===== config.mk =====
export PLATFORM = sky130hd
export DESIGN_NAME = cic_decim_sched
export DESIGN_NICKNAME = d
export VERILOG_FILES = /design/src/rtl/cic_decim_sched.sv
export SDC_FILE = /design/constraint.sdc
export NUM_CORES = 1
export LEC_CHECK = 0
export CORE_MARGIN = 5
export CORE_UTILIZATION = 49
export CTS_CLUSTER_DIAMETER = 150
export DETAILED_ROUTE_END_ITERATION = 8
export GPL_TIMING_DRIVEN = 1
export HOLD_SLACK_MARGIN = 0.02
export PLACE_DENSITY = 0.85
export SLEW_MARGIN = 30
export SYNTH_ARGS = -nofsm -noshare
export SYNTH_HDL_FRONTEND = slang
export SYNTH_SLANG_ARGS = --single-unit

===== constraint.sdc =====
create_clock -name clock -period 3.21 [get_ports clock]
set_input_delay 0.4815 -clock clock [delete_from_list [all_inputs] [get_ports clock]]
set_output_delay 0.4815 -clock clock [all_outputs]
set_load 0.01 [all_outputs]

===== src/rtl/cic_decim_sched.sv =====
// Sequencing controller for one CIC decimator: owns rate and enable, derives
// the CIC input/output strobes and a data-valid that masks the pipeline refill.
module cic_decim_sched #(
  parameter int         N            = 4,
  parameter int         MAX_RATE     = 128,
  parameter int         DEFAULT_RATE = 8,
  parameter int         FLUSH_OUTS   = N + 1,
  parameter logic [6:0] SR_ADDR      = 7'd0
) (
  input  logic        clock,
  input  logic        reset,
  input  logic        serial_strobe,
  input  logic [6:0]  serial_addr,
  input  logic [31:0] serial_data,
  input  logic        sample_strobe,
  output logic        cic_enable,
  output logic [7:0]  cic_rate,
  output logic        cic_strobe_in,
  output logic        cic_strobe_out,
  output logic        data_valid,
  output logic        running
);

  typedef enum logic [1:0] {IDLE, CLEAR, FLUSH, RUN} state_t;

  localparam logic [7:0] MAX_R      = 8'(MAX_RATE);
  localparam logic [7:0] DEF_R      = 8'(DEFAULT_RATE);
  localparam logic [7:0] FLUSH_LOAD = 8'(FLUSH_OUTS);

  state_t     state_q, state_d;
  logic [7:0] rate_q, phase_q, flush_q;
  logic       enable_q, strobeOut_q, dvPipe_q, dataValid_q, running_q;
  logic       cfgWrite, terminal, flushDone;
  logic [7:0] rateClamped;
  logic       unusedBits;

  assign cfgWrite   = serial_strobe && (serial_addr == SR_ADDR);
  assign unusedBits = ^serial_data[31:9];

  always_comb begin
    rateClamped = serial_data[7:0];
    if (serial_data[7:0] < 8'd2)
      rateClamped = 8'd2;
    else if (serial_data[7:0] > MAX_R)
      rateClamped = MAX_R;
  end

  // A settings write in the same cycle as a sample wins, so that sample is dropped.
  assign cic_strobe_in = sample_strobe && !cfgWrite &&
                         ((state_q == FLUSH) || (state_q == RUN));
  assign terminal  = cic_strobe_in && (phase_q == 8'd0);
  assign flushDone = (state_q == FLUSH) && strobeOut_q && (flush_q == 8'd1);

  always_comb begin
    state_d = state_q;
    if (cfgWrite) begin
      state_d = serial_data[8] ? CLEAR : IDLE;
    end else begin
      case (state_q)
        IDLE:    state_d = IDLE;
        CLEAR:   state_d = FLUSH;
        FLUSH:   state_d = flushDone ? RUN : FLUSH;
        RUN:     state_d = RUN;
        default: state_d = IDLE;
      endcase
    end
  end

  always_ff @(posedge clock) begin
    if (reset) begin
      state_q     <= IDLE;
      rate_q      <= DEF_R;
      phase_q     <= 8'd0;
      flush_q     <= 8'd0;
      enable_q    <= 1'b0;
      strobeOut_q <= 1'b0;
      dvPipe_q    <= 1'b0;
      dataValid_q <= 1'b0;
      running_q   <= 1'b0;
    end else begin
      state_q     <= state_d;
      enable_q    <= (state_d == FLUSH) || (state_d == RUN);
      running_q   <= (state_d == RUN);
      strobeOut_q <= terminal;

      if (cfgWrite)
        rate_q <= rateClamped;

      if (state_q == CLEAR)
        phase_q <= rate_q - 8'd1;
      else if (cic_strobe_in)
        phase_q <= terminal ? (rate_q - 8'd1) : (phase_q - 8'd1);

      if (state_q == CLEAR)
        flush_q <= FLUSH_LOAD;
      else if ((state_q == FLUSH) && strobeOut_q && (flush_q != 8'd0))
        flush_q <= flush_q - 8'd1;

      // Two-stage valid pipe tracks the CIC output latency; leaving RUN kills it.
      dvPipe_q    <= strobeOut_q && (state_q == RUN) && (state_d == RUN);
      dataValid_q <= dvPipe_q && (state_d == RUN);
    end
  end

  assign cic_enable     = enable_q;
  assign cic_rate       = rate_q;
  assign cic_strobe_out = strobeOut_q;
  assign data_valid     = dataValid_q;
  assign running        = running_q;

endmodule


==> flow_metrics.env <==
export IMPL_status="complete, no violations"
export IMPL_die_area_um2=4670
export IMPL_fmax_mhz=364
export IMPL_synthFlopType="dfxtp_1"
export IMPL_regToRegSetupSlack_ns=1.06
export IMPL_synthAdderAreaFrac_pct=4.50
export IMPL_grt_pass1_wl_mm=6.15
export IMPL_cp_data_arrival_time_ns=2.26
export IMPL_yosysWarningCount=0
export IMPL_slowest_stage="nor4b_1"
export IMPL_remaining_drc_errors=0
export IMPL_fin_util_pct=62.8
export IMPL_synth_cell_type_count=52
export IMPL_slew_viol_final=0
export IMPL_drtIter0Drc=122
export IMPL_grt_pass1_vias=1404
export IMPL_nets=277
export IMPL_synth_top_family_by_area="simple AND/OR/NAND/NOR gates"
export IMPL_power_w=0.000641
export IMPL_cpMostUsedCell="clkdlybuf4s50_1"
export IMPL_synth_fp_nets=243
export IMPL_grt_max_degree=25
export IMPL_hold_buffers=0
export IMPL_ys_seq_area_share_pct=37.2
export IMPL_initial_core_util_pct=50.4
export IMPL_muxShareOfSynthArea_pct=0
export IMPL_grt_overflow_total=0
export IMPL_skew_ns=0.0118
export IMPL_clock_latency_ns=0.34
export IMPL_cts_buffer_depth=2
export IMPL_ir_worst_vdd_v=0.000240
export IMPL_critPathCaptureType="output port"
export IMPL_hold_class="register to register"
export IMPL_slew_headroom_pct=45.3
export IMPL_fp_dieW_um=68.3
export IMPL_power_leakage_nw=0.733
export IMPL_ys_seq_elements=31
export IMPL_holdWs_ns=0.465
export IMPL_min_period_ns=2.75
export IMPL_seq_area_um2=621
export IMPL_dieHeight_um=68.3
export IMPL_fill_cells=298
export IMPL_antenna_cells=0
export IMPL_synth_avg_cell_area_um2=8.60
export IMPL_core_um2=3310
export IMPL_synthToLayoutAreaGrowth_pct=24.6
export IMPL_cts_setup_buffers=0
export IMPL_worstMarginPinSlew_ns=0.813
export IMPL_finalHoldViolCount=0
export IMPL_dp_hpwl_mm=2.85
export IMPL_cts_resized=0
export IMPL_numCtsBuffers=5
export IMPL_track_usage_pct=17.6
export IMPL_drt_wl_total_mm=3.76
export IMPL_antenna_found_initial=0
export IMPL_via_per_inst=5.62
export IMPL_synth_edf_count=0
export IMPL_min_period_over_period_pct=85.5
export IMPL_worstPathRequired_ns=2.73
export IMPL_synthCells=194
export IMPL_ant_nets=0
export IMPL_crit_chain="clkdlybuf4s50_1 > nor4b_1 > a21bo_2 > inv_1 > clkdlybuf4s50_1"
export IMPL_dr_pass1_iters=4
export IMPL_cts_tree="built"
export IMPL_path_clk_slew_ns=0.10
export IMPL_rsz0062_at_grt="false"
export IMPL_synthesis_area_um2=1670
export IMPL_synthSimpleGateAreaFrac_pct=28.9
export IMPL_globalplace_congestion=0.793
export IMPL_crit_fanout=6
export IMPL_synth_compound_area_share_pct=19.7
export IMPL_cts_root_buf="clkbuf_4"
export IMPL_async_flop_share_pct=0
export IMPL_setup_viol=0
export IMPL_finalSetupTns_ns=0
export IMPL_via_count=1545
export IMPL_multi_input_area_um2=982
export IMPL_cts_max_level=2
export IMPL_crit_type="input port to output port"
export IMPL_powerDensity_nw_per_um2=309
export IMPL_critical_path_max_stage_delay_ns=0.49
export IMPL_critPathLaunchType="input port"
export IMPL_cap_violations=0
export IMPL_drive_gt1_share_pct=9.17
export IMPL_fp_row_count=21
export IMPL_port_buffers=32
export IMPL_ioPinCount=56
export IMPL_drt_wirelength_per_cell_um=13.7
export IMPL_cts_sinks=31
export IMPL_synth_xor_area_share_pct=5.78
==> per-stage QoR <==
step / worst slack (ns) / instance area, um2 / std cells
after floorplan: 1.33 / 1670 / 194
after global placement: 0.460 / 2030 / 267
after detailed placement: 0.445 / 2030 / 267
after CTS: 0.437 / 2080 / 275
after global routing: 0.328 / 2080 / 275
final: 0.464 / 2080 / 275
==> flip-flops by register name, summed over array words and instances, names as in the netlist <==
signal	flops
cic_strobe_out	1
running	1
data_valid	1
state_q	2
phase_q	8
cic_rate	8
dvPipe_q	1
flush_q	8
cic_enable	1
==> path summary, 6_finish.rpt <==
kind                       start             to  cells past startpoint
setup / recovery  serial_addr[5]  cic_strobe_in                      5
hold reg to reg         dvPipe_q     data_valid                      1
setup reg to reg      phase_q[0]     phase_q[3]                      7
hold / removal          dvPipe_q     data_valid                      1
==> routing by layer <==
layer	share of wire, %	up-vias	GRT usage (%)	routed length [um]
li1	-	778	-	-
met1	45	719	21.7	1690
met2	48	43	28.2	1810
met3	5.6	5	5.75	212
met4	1.4	0	7.44	51
met5	0	-	0	0
==> report_power, final <==
part | total [W] | internal [W] | switching (W)
logic | 0.0000411 | 0.0000253 | 0.0000159
clock network | 0.000215 | 0.0000813 | 0.000133
registers | 0.000385 | 0.000385 | 0.000000629
total | 0.000641 | 0.000491 | 0.000150
==> cells by family (layout without fill, tap and decap cells) <==
family	after synthesis	count (layout)
AO/OA/AOI/OAI	43	43
flip-flops	31	31
AND/OR/NAND/NOR	88	88
XOR/XNOR	11	11
adder cells (fa/ha/maj)	6	6
buffers and inverters	15	50
==> cell type report <==
type | instances | area share [%]
Clock buffer | 5 | 1.81
Clock inverter | 3 | 0.722
Inverter | 8 | 1.44
Multi-Input combinational cell | 148 | 47.3
Sequential cell | 31 | 29.9
Tap cell | 46 | 2.77
Timing Repair Buffer | 34 | 16.1
==> synth_stat cells, types with 2 or more instances <==
master,n,area (um2)
o22ai_1,2,12.5
nand3b_1,3,22.5
clkbuf_1,4,15.0
or2b_1,2,15.0
nor2_1,22,82.6
dfxtp_1,31,621
nor4b_1,2,17.5
inv_1,8,30.0
nor4_1,4,25.0
a211oi_1,3,22.5
a21oi_1,9,45.0
o21ai_0,7,35.0
a22oi_1,4,30.0
a221oi_1,3,26.3
ha_1,6,75.1
xor2_1,6,52.6
nor3_1,14,70.1
o21a_1,3,22.5
nand3_1,12,60.1
and2_1,4,25.0
nand2_1,10,37.5
xnor2_1,5,43.8
==> critical path, delay by kind of cell <==
kind	cells	cell delay, ns
simple gates	1	0.49
buf+inv	3	0.97
compound gates	1	0.32
==> placed cells by master (no fill, tap or decap), drive strengths merged, types with 2 or more instances in the layout <==
master / synthesis / final
a211oi: 3 / 3
a21oi: 9 / 9
a221oi: 3 / 3
a22oi: 4 / 4
a31oi: 2 / 2
and2: 4 / 4
buf: 3 / 2
clkbuf: 4 / 5
clkdlybuf4s50: 0 / 32
clkinv: 0 / 3
dfxtp: 31 / 31
ha: 6 / 6
inv: 8 / 8
nand2: 10 / 10
nand3: 12 / 12
nand3b: 3 / 3
nor2: 22 / 22
nor3: 15 / 15
nor4: 5 / 5
nor4b: 2 / 2
o21a: 3 / 3
o21ai: 8 / 8
o22ai: 2 / 2
or2: 2 / 2
or2b: 3 / 3
or4: 2 / 2
xnor2: 5 / 5
xor2: 6 / 6
No activity file was read; power rests on OpenSTA's default activity.
